[config.mk]
export PLATFORM = sky130hd
export DESIGN_NAME = atr_io_ctrl_flat
export DESIGN_NICKNAME = d
export VERILOG_FILES = /design/src/rtl/atr_io_ctrl_pkg.sv /design/src/rtl/atr_io_ctrl_if.sv /design/src/rtl/atr_io_ctrl_atr_delay_fsm.sv /design/src/rtl/atr_io_ctrl.sv /design/src/flat_wrapper.sv
export SDC_FILE = /design/constraint.sdc
export NUM_CORES = 1
export LEC_CHECK = 0
export BUFFER_PORTS_ARGS = -buffer_cell sky130_fd_sc_hd__buf_2
export CORE_MARGIN = 2
export CORE_UTILIZATION = 45
export CTS_CLUSTER_DIAMETER = 50
export DETAILED_ROUTE_END_ITERATION = 10
export PLACE_DENSITY = 0.7
export SYNTH_ARGS = -nofsm -noshare
export SYNTH_HDL_FRONTEND = slang
export SYNTH_SLANG_ARGS = --single-unit
[constraint.sdc]
create_clock -name clock -period 5.5 [get_ports clock]
set_input_delay 0 -clock clock [delete_from_list [all_inputs] [get_ports clock]]
set_output_delay 0 -clock clock [all_outputs]
set_load 0.1 [all_outputs]
[src/rtl/atr_io_ctrl_pkg.sv]
// Register map, FSM state encodings and value helpers shared by the ATR
// sequencer and its delay FSM.
package atr_io_ctrl_pkg;

   // Configuration bus register addresses
   localparam logic [6:0] FR_ATR_CTRL    = 7'd58;
   localparam logic [6:0] FR_ATR_TXDLY   = 7'd59;
   localparam logic [6:0] FR_ATR_RXDLY   = 7'd60;
   localparam logic [6:0] FR_ATR_MASK_0  = 7'd61;
   localparam logic [6:0] FR_ATR_TXVAL_0 = 7'd62;
   localparam logic [6:0] FR_ATR_RXVAL_0 = 7'd63;
   localparam logic [6:0] FR_ATR_MASK_1  = 7'd64;
   localparam logic [6:0] FR_ATR_TXVAL_1 = 7'd65;
   localparam logic [6:0] FR_ATR_RXVAL_1 = 7'd66;
   localparam logic [6:0] FR_ATR_MAN_0   = 7'd67;
   localparam logic [6:0] FR_ATR_MAN_1   = 7'd68;

   // ATR sequencer states; the encoding is visible on atr_state
   typedef enum logic [1:0] {
      RX      = 2'd0,
      TX_WAIT = 2'd1,
      TX      = 2'd2,
      RX_WAIT = 2'd3
   } atr_state_e;

   // Manual register update: upper half of the write word selects which
   // bits of the lower half replace the old value.
   function automatic logic [15:0] masked_update(input logic [15:0] old_v,
                                                 input logic [31:0] d);
      return (old_v & ~d[31:16]) | (d[15:0] & d[31:16]);
   endfunction

   // Bits set in mask come from the ATR value, the rest from the manual value
   function automatic logic [15:0] atr_mix(input logic [15:0] mask,
                                           input logic [15:0] atrval,
                                           input logic [15:0] man);
      return (mask & atrval) | (~mask & man);
   endfunction

endpackage

[src/rtl/atr_io_ctrl_if.sv]
// Configuration bus, TX activity level and the pin-block output values of
// the ATR sequencer, bundled so the host side sees a single port.
interface atr_io_ctrl_if;
   logic [6:0]  serial_addr;
   logic [31:0] serial_data;
   logic        serial_strobe;
   logic        tx_active;
   logic [15:0] reg_0;
   logic [15:0] reg_1;
   logic [1:0]  atr_state;

   // Host / stimulus side
   modport master (
      output serial_addr, serial_data, serial_strobe, tx_active,
      input  reg_0, reg_1, atr_state
   );

   // Sequencer side
   modport slave (
      input  serial_addr, serial_data, serial_strobe, tx_active,
      output reg_0, reg_1, atr_state
   );
endinterface

[src/rtl/atr_io_ctrl_atr_delay_fsm.sv]
// Four-state T/R sequencer with programmable turn-on and turn-off delays.
// Delays are sampled only when a wait state is entered.
module atr_delay_fsm
   import atr_io_ctrl_pkg::*;
#(
   parameter int DLY_W = 12
) (
   input  logic             clock,
   input  logic             reset_n,
   input  logic             tx_req_i,
   input  logic             enable_i,
   input  logic [DLY_W-1:0] txdly_i,
   input  logic [DLY_W-1:0] rxdly_i,
   output atr_state_e       state_o
);

   atr_state_e       state_q, state_d;
   logic [DLY_W-1:0] cnt_q, cnt_d;

   // State and delay counter registers
   // NOTE: sequential state uses non-blocking assignments so every register
   // samples pre-edge values regardless of process ordering.
   always_ff @(posedge clock or negedge reset_n) begin
      if (!reset_n) begin
         state_q <= RX;
         cnt_q   <= '0;
      end else begin
         state_q <= state_d;
         cnt_q   <= cnt_d;
      end
   end

   // Next-state and counter logic; an abort request beats counter expiry
   // NOTE: hold-by-default assignments come first so no path leaves a
   // variable unassigned, which would otherwise infer a latch.
   always_comb begin
      state_d = state_q;
      cnt_d   = cnt_q;
      if (!enable_i) begin
         state_d = RX;
         cnt_d   = '0;
      end else begin
         unique case (state_q)
            RX: begin
               if (tx_req_i) begin
                  if (txdly_i == '0) begin
                     state_d = TX;
                  end else begin
                     state_d = TX_WAIT;
                     cnt_d   = txdly_i;
                  end
               end
            end
            TX_WAIT: begin
               if (!tx_req_i) begin
                  state_d = RX;
                  cnt_d   = '0;
               end else if (cnt_q == DLY_W'(1)) begin
                  state_d = TX;
                  cnt_d   = '0;
               end else begin
                  cnt_d = cnt_q - DLY_W'(1);
               end
            end
            TX: begin
               if (!tx_req_i) begin
                  if (rxdly_i == '0) begin
                     state_d = RX;
                  end else begin
                     state_d = RX_WAIT;
                     cnt_d   = rxdly_i;
                  end
               end
            end
            RX_WAIT: begin
               if (tx_req_i) begin
                  state_d = TX;
                  cnt_d   = '0;
               end else if (cnt_q == DLY_W'(1)) begin
                  state_d = RX;
                  cnt_d   = '0;
               end else begin
                  cnt_d = cnt_q - DLY_W'(1);
               end
            end
            default: begin
               state_d = RX;
               cnt_d   = '0;
            end
         endcase
      end
   end

   assign state_o = state_q;

endmodule

[src/rtl/atr_io_ctrl.sv]
// ATR sequencer top: configuration register file, delay FSM and the
// registered per-bank output mux feeding the GPIO pin block.
module atr_io_ctrl
   import atr_io_ctrl_pkg::*;
#(
   parameter int DLY_W = 12
) (
   input  logic          clock,
   input  logic          reset_n,
   atr_io_ctrl_if.slave  bus
);

   logic [1:0]       ctrl_q;          // [0] enable, [1] force_tx
   logic [DLY_W-1:0] txdly_q;
   logic [DLY_W-1:0] rxdly_q;
   logic [15:0]      mask_q  [2];
   logic [15:0]      txval_q [2];
   logic [15:0]      rxval_q [2];
   logic [15:0]      man_q   [2];
   logic [15:0]      reg_q   [2];
   logic [15:0]      reg_d   [2];

   logic       ctrl_wr;
   logic       enable_now;
   logic       tx_req;
   logic       sel_tx;
   atr_state_e fsm_state;

   assign ctrl_wr = bus.serial_strobe && (bus.serial_addr == FR_ATR_CTRL);

   // Clearing enable must drop the FSM to RX on the write edge itself, so
   // the FSM sees the value being written rather than the stored one.
   assign enable_now = ctrl_wr ? bus.serial_data[0] : ctrl_q[0];
   assign tx_req     = bus.tx_active | ctrl_q[1];

   // Configuration register file writes
   // NOTE: the register file is small enough that resetting every entry is
   // cheap, and it guarantees the pins come up at a known value.
   always_ff @(posedge clock or negedge reset_n) begin
      if (!reset_n) begin
         ctrl_q  <= '0;
         txdly_q <= '0;
         rxdly_q <= '0;
         for (int k = 0; k < 2; k++) begin
            mask_q[k]  <= '0;
            txval_q[k] <= '0;
            rxval_q[k] <= '0;
            man_q[k]   <= '0;
         end
      end else if (bus.serial_strobe) begin
         case (bus.serial_addr)
            FR_ATR_CTRL:    ctrl_q     <= bus.serial_data[1:0];
            FR_ATR_TXDLY:   txdly_q    <= bus.serial_data[DLY_W-1:0];
            FR_ATR_RXDLY:   rxdly_q    <= bus.serial_data[DLY_W-1:0];
            FR_ATR_MASK_0:  mask_q[0]  <= bus.serial_data[15:0];
            FR_ATR_TXVAL_0: txval_q[0] <= bus.serial_data[15:0];
            FR_ATR_RXVAL_0: rxval_q[0] <= bus.serial_data[15:0];
            FR_ATR_MASK_1:  mask_q[1]  <= bus.serial_data[15:0];
            FR_ATR_TXVAL_1: txval_q[1] <= bus.serial_data[15:0];
            FR_ATR_RXVAL_1: rxval_q[1] <= bus.serial_data[15:0];
            FR_ATR_MAN_0:   man_q[0]   <= masked_update(man_q[0], bus.serial_data);
            FR_ATR_MAN_1:   man_q[1]   <= masked_update(man_q[1], bus.serial_data);
            default: ;
         endcase
      end
   end

   atr_delay_fsm #(.DLY_W(DLY_W)) u_fsm (
      .clock    (clock),
      .reset_n  (reset_n),
      .tx_req_i (tx_req),
      .enable_i (enable_now),
      .txdly_i  (txdly_q),
      .rxdly_i  (rxdly_q),
      .state_o  (fsm_state)
   );

   // TX values are presented while transmitting and through the turn-off tail
   assign sel_tx = (fsm_state == TX) || (fsm_state == RX_WAIT);

   // Per-bank output value from the current state and stored configuration
   always_comb begin
      for (int k = 0; k < 2; k++) begin
         reg_d[k] = man_q[k];
         if (ctrl_q[0]) begin
            reg_d[k] = atr_mix(mask_q[k], sel_tx ? txval_q[k] : rxval_q[k], man_q[k]);
         end
      end
   end

   // Output registers, one edge behind the FSM state
   always_ff @(posedge clock or negedge reset_n) begin
      if (!reset_n) begin
         reg_q[0] <= '0;
         reg_q[1] <= '0;
      end else begin
         reg_q[0] <= reg_d[0];
         reg_q[1] <= reg_d[1];
      end
   end

   assign bus.reg_0     = reg_q[0];
   assign bus.reg_1     = reg_q[1];
   assign bus.atr_state = fsm_state;

endmodule

[src/flat_wrapper.sv]
// flat-port wrapper written by rule: the top's interface ports become plain ports
module atr_io_ctrl_flat import atr_io_ctrl_pkg::*;
#(
   parameter int DLY_W = 12
)
  (clock, reset_n, bus_serial_addr, bus_serial_data, bus_serial_strobe, bus_tx_active, bus_reg_0, bus_reg_1, bus_atr_state);
  atr_io_ctrl_if bus_i ();
  input  logic clock;
  input  logic reset_n;
  input wire logic [$bits(bus_i.serial_addr)-1:0] bus_serial_addr;
  input wire logic [$bits(bus_i.serial_data)-1:0] bus_serial_data;
  input wire logic [$bits(bus_i.serial_strobe)-1:0] bus_serial_strobe;
  input wire logic [$bits(bus_i.tx_active)-1:0] bus_tx_active;
  output wire logic [$bits(bus_i.reg_0)-1:0] bus_reg_0;
  output wire logic [$bits(bus_i.reg_1)-1:0] bus_reg_1;
  output wire logic [$bits(bus_i.atr_state)-1:0] bus_atr_state;
  assign bus_i.serial_addr = bus_serial_addr;
  assign bus_i.serial_data = bus_serial_data;
  assign bus_i.serial_strobe = bus_serial_strobe;
  assign bus_i.tx_active = bus_tx_active;
  assign bus_reg_0 = bus_i.reg_0;
  assign bus_reg_1 = bus_i.reg_1;
  assign bus_atr_state = bus_i.atr_state;
  atr_io_ctrl #(.DLY_W(DLY_W)) u_core (.clock(clock), .reset_n(reset_n), .bus(bus_i));
endmodule
==> results of run 1 <==
## cells by family after synthesis
logic type	count (synthesis)	share of synthesized area, %
AO/OA/AOI/OAI	126	9.12
XOR/XNOR	4	0.397
adder cells (fa/ha/maj)	2	0.284
buffers and inverters	63	3.01
flip-flops	200	56.8
multiplexers	186	23.3
AND/OR/NAND/NOR	120	7.14
## synth_stat cells (11+ instances only)
cell type	n
nor2_1	13
a21oi_1	48
nand3_1	11
mux2i_1	33
inv_1	15
buf_2	11
buf_1	12
dfrtp_1	200
a31oi_1	33
clkbuf_1	23
mux2_2	153
nand2_1	42
## final cells by class
class	instances	area, um2	area share, %
clock inverter	13	135	1.30
sequential	200	5010	48.1
inverter	15	56.3	0.541
clock buffer	19	453	4.35
tap	265	332	3.18
multi-input combinational	438	3560	34.2
timing repair buffer	126	870	8.35
## critical path: stages (launching register included)
cell	delay, ps
dfrtp_2	390
buf_4	330
mux2i_1	890
inv_1	440
a32o_1	360
## power by group
group	internal [mW]	total, mW	switching [mW]	leakage (nW)
sequential	1.57	1.64	0.0665	2.73
combinational	0.163	0.456	0.294	1.97
clock	0.661	1.24	0.574	0.283
## metal layers
layer / up-vias / GRT usage (%) / part of all wire (%)
met3: 23 / 4.04 / 4.7
li1: 2746 / - / -
met4: 0 / 4.95 / 1.2
met2: 150 / 33.2 / 48
met5: - / 0 / 0
met1: 2996 / 27.6 / 46
## what timing repair did
item                      CTS  global route
hold buffers               42             0
setup buffers               0             0
hold endpoints to repair  208             0
## worst paths after layout
path	start	endpoint	slack (ps)	cells after the start
max	u_core.ctrl_q[0]	u_core.u_fsm.cnt_q[1]	2970	4
min	bus_serial_data[4]	u_core.rxval_q[20]	20	2
max reg2reg	u_core.ctrl_q[0]	u_core.u_fsm.cnt_q[1]	2970	4
min reg2reg	u_core.mask_q[20]	u_core.bus.reg_0[4]	480	1
max in group asynchronous	reset_n	u_core.mask_q[25]	4100	3
min in group asynchronous	reset_n	u_core.bus.reg_0[1]	200	2
## per-stage QoR
stage	instance area, um2	setup WS, ps	util (%)	instances
2_1_floorplan	8820	3270	-	701
4_1_cts	10400	2950	53.8	1076
5_1_grt	10400	2780	53.8	1076
3_3_place_gp	9400	2970	48.6	1002
3_5_place_dp	9400	2910	48.6	1002
6_report	10400	2970	53.8	1076
==> impl_metrics.csv, run 1 <==
group,metric,value,unit
run_status,outcome,"completed",
logic_synthesis,synth_warnings,0,
die,rows,51,
route,dr.pass1.iters,5,
logic_synthesis,ys_types,54,
logic_synthesis,synthCells,701,
cells_and_area,nets,843,
logic_synthesis,synth_edf_count,0,
cells_and_area,layout_common_cells,"198 x dfrtp_1, 153 x mux2_2, 75 x buf_2",
sta,finalSetupTns,0,ps
power,ir_drop,197,uV
cells_and_area,diodes,0,
sta,period_needed,2530,ps
clock_network,clock_path_buffers,2,
sta,finalSetupViolCount,0,
cells_and_area,fill_cells,1629,
sta,period_share,46.0,%
clock_network,clock_sinks,200,
logic_synthesis,syn_area_per_cell,12.6,um2
clock_network,clkLatencyLatePin,440,ps
route,drt_iter0_drc,405,
route,drt_wl_total,19700,um
logic_synthesis,syn_area,8820,um2
logic_synthesis,synth_seq_cells,200,
sta,skew,11.8,ps
global_routing,antenna_found_initial,0,
clock_network,htreeDepth,4,
logic_synthesis,async_flop_share,100,%
placement,port_buffers,76,
global_routing,grt_max_degree,90,
power,total_power,3.33,mW
setup_path,worstPathMaxFanout,65,
logic_synthesis,seq_area_frac_synth,56.8,%
route,ant_nets,0,
clock_network,ctsResizeCount,0,
die,coreArea,19300,um2
sta,finalHoldViolCount,0,
die,ioPinCount,77,
die,start_util,45.6,%
die,die_w,144,um
die,dieHeight,144,um
route,wire_per_inst,18.3,um
cells_and_area,syn_to_final_growth,18.1,%
sta,drv_slew,0,
cells_and_area,drive_gt1_share,35.6,%
placement,dpl.hpwl,12100,um
setup_path,critPathLaunchType,"flop",
logic_synthesis,synthTopCellsByArea,"dfrtp_1 57%, mux2_2 20%, mux2i_1 3.7%",
global_routing,first_global_vias,5910,
clock_network,cts_buffers,17,
global_routing,grt_overflow,0,
sta,worst_slew_pin_slew,1170,ps
global_routing,grt_pass1_wl,31900,um
logic_synthesis,synth_top_area_share,56.8,%
placement,gp_congestion,0.840,
clock_network,cts.clk_slew.worst_paths,70,ps
logic_synthesis,synth_ff_type,"dfrtp_1",
clock_network,clockRootBuffer,"clkbuf_16",
cells_and_area,final_common_cell,"dfrtp_1",
die,die_area,20700,um2
sta,holdWs,22.7,ps
clock_network,cts_tree,"done",
logic_synthesis,yosysTopAreaCell,"dfrtp_1",
power,leakagePower,4.99,nW
setup_path,cp-end-kind,"flop",
route,routed_via_density,5.50,
power,p_per_area,320,nW/um2
global_routing,grt_usage,20.1,%
sta,rsz0062_at_grt,"no",
route,vias,5915,
logic_synthesis,synthesis.nets,746,
run,cap_violations,0,
hold_path,min_path_type,"input pin to flop",
setup_path,critical_path_class,"flop to flop",
route,drc,0,
sta,clock.fmax,395,MHz
sta,relSlewSlack,21.6,%
setup_path,cp.arrival,2850,ps
setup_path,crit_required,5820,ps
(Power assumes the default switching activity.)
==> run 2: changes to the inputs <==
PLACE_DENSITY = 0.72   (was 0.7)
clock period = 2.2 ns   (was 5.5 ns; I/O delays follow)
==> impl_metrics.csv, run 2 (synthesis results as in run 1) <==
group,metric,value,unit
run_status,outcome,"completed",
global_routing,grt_usage,21.1,%
die,rows,51,
power,p_sw,2.36,mW
setup_path,worstReg2RegStart,"u_core.rxdly_q[7]",
global_routing,grt_max_degree,70,
route,drt_wl_total,20500,um
placement,placed_cells,1025,
setup_path,cp-end-kind,"flop",
global_routing,busiest_layer,"met2",
clock_network,htreeDepth,4,
sta,rsz0062_at_grt,"no",
clock_network,cts.clk_slew.worst_paths,70,ps
hold_path,hold_depth,3,
hold_path,min_path_type,"input pin to flop",
hold_path,hp-start,"bus_serial_addr[3]",
sta,period_share,95.4,%
cells_and_area,fill_cells,1621,
die,die_w,144,um
clock_network,post_cts_buffers,0,
power,ir_drop,600,uV
route,dr.pass1.iters,4,
global_routing,grt_pass1_wl,33400,um
clock_network,ctsResizeCount,0,
cells_and_area,layout_common_cells,"198 x dfrtp_1, 153 x mux2_2, 75 x buf_2",
route,vias,6093,
global_routing,grtUsageMet3,4.11,%
sta,worst_slew_pin_slew,904,ps
cells_and_area,multi_input_area,3560,um2
route,wire_per_inst,18.5,um
global_routing,grtUsageMet2,35.4,%
setup_path,reg2reg_to,"u_core.u_fsm.cnt_q[0]",
route,ant_nets,0,
power,p_per_area,792,nW/um2
power,leakagePower,5.16,nW
clock_network,cts_tree,"done",
clock_network,cts_buffers,17,
setup_path,crit_chain,"or4_1, o311a_4, o21ai_4, buf_4, nand2_1, a21oi_1",
route,routed_via_density,5.51,
clock_network,clock_sinks,200,
setup_path,worstPathMaxFanout,7,
global_routing,met1_usage,27.6,%
setup_path,cp.arrival,2450,ps
power,p_int,6.11,mW
placement,dpl.hpwl,13300,um
setup_path,crit_required,2550,ps
cells_and_area,diodes,0,
sta,relSlewSlack,39.7,%
die,dieHeight,144,um
cells_and_area,fin_area,10700,um2
hold_path,holdPathEnd,"u_core.ctrl_q[1]",
sta,clock.fmax,476,MHz
power,switching_share,27.8,%
sta,skew,9.26,ps
setup_path,critical_path_class,"flop to flop",
cells_and_area,drive_gt1_share,37.0,%
placement,gp_congestion,0.897,
setup_path,critical_path_buf_inv_count,1,
power,seqPwrFrac,48.2,%
cells_and_area,syn_to_final_growth,21.4,%
route,drt_iter0_drc,341,
power,pwr-share-clk,37.4,%
cells_and_area,nets,873,
sta,finalSetupTns,0,ps
clock_network,clkLatencyLatePin,430,ps
die,ioPinCount,77,
die,start_util,45.6,%
clock_network,clock_path_buffers,2,
power,combPwrFrac,14.4,%
global_routing,first_global_vias,6224,
cells_and_area,final_common_cell,"dfrtp_1",
placement,placedInstanceArea,9610,um2
setup_path,max_stage_delay,580,ps
placement,port_buffers,76,
cells_and_area,final-seq-area,5010,um2
cells_and_area,stdcell_count,1106,
setup_path,critPathLaunchType,"flop",
global_routing,antenna_found_initial,2,
sta,drv_slew,0,
global_routing,grt_overflow,0,
setup_path,r2r_slack,100,ps
setup_path,r2r_cells,6,
route,drc,0,
die,die_area,20700,um2
die,coreArea,19300,um2
sta,finalSetupViolCount,0,
run,cap_violations,0,
clock_network,clockRootBuffer,"clkbuf_16",
setup_path,crit_path_top_delay_cell,"or4_1",
setup_path,path_delay_family,"compound AO/OA/AOI/OAI gates",
sta,period_needed,2100,ps
sta,finalHoldViolCount,0,
==> run 2: cell count changes in the layout (fill, tap and decap cells not counted), moves of 3 or more <==
cell,change
clkinv_2,+3
clkinv_4,-4
dlygate4sd3_1,+7
buf_12,+3
buf_4,+20
==> run 2: what timing repair did <==
item / 4_1_cts / 5_1_grt
endpoints found under the hold margin: 218 / 0
hold buffers: 49 / 0
endpoints found under the setup margin: 0 / 0
==> run 2: how the worst max path moves through the flow <==
stage / endpoint / slack, ps / cells past startpoint / start
after global placement: u_core.u_fsm.cnt_q[0] / 150 / 6 / u_core.rxdly_q[9]
after floorplan: u_core.u_fsm.cnt_q[2] / 70 / 4 / u_core.u_fsm.state_o[0]
after global routing: u_core.u_fsm.cnt_q[0] / 6 / 6 / u_core.rxdly_q[7]
after CTS: u_core.u_fsm.cnt_q[0] / 90 / 6 / u_core.rxdly_q[7]
after detailed placement: u_core.u_fsm.cnt_q[0] / 100 / 6 / u_core.rxdly_q[7]
final: u_core.u_fsm.cnt_q[0] / 100 / 6 / u_core.rxdly_q[7]
==> run 2: area by class of cell <==
type / instances / share of cell area [%]
multi-input cells: 438 / 33.2
clock inverters: 14 / 1.53
repair buffers: 156 / 10.7
inverters: 15 / 0.526
well taps: 265 / 3.10
flip-flops and latches: 200 / 46.8
clock buffers: 18 / 4.10
==> run 2: per-layer routing <==
layer / part of all wire [%] / wire [um] / vias up
met3: 4.1 / 833 / 31
met4: 1.8 / 374 / 4
met1: 44 / 9080 / 3132
li1: - / - / 2804
met2: 50 / 10200 / 122
met5: 0.10 / 21 / -
==> run 2: per-stage QoR <==
stage          total power, mW  hold slack [ps]  utilization [%]  worst slack [ps]
2_1_floorplan             4.93             -296                -              67.6
3_3_place_gp              5.28             38.4             49.7               155
3_5_place_dp              5.30             41.3             49.7               105
4_1_cts                   8.55             77.2             55.4              86.7
5_1_grt                   8.82              115             55.4              6.49
6_report                  8.47             90.5             55.4               100
==> run 2: power groups by stage <==
stage | sequential, mW | combinational (mW) | clock, mW
5_1_grt | 4.11 | 1.32 | 3.38
3_5_place_dp | 4.15 | 1.15 | 0
2_1_floorplan | 4.38 | 0.549 | 0
4_1_cts | 4.08 | 1.23 | 3.24
6_report | 4.08 | 1.22 | 3.17
3_3_place_gp | 4.14 | 1.14 | 0
==> run 2: worst min-delay path: cells and delay by family <==
kind	cells	cell delay, ps
AND/OR/NAND/NOR	1	230
multiplexers	1	160
buffers and inverters	1	100
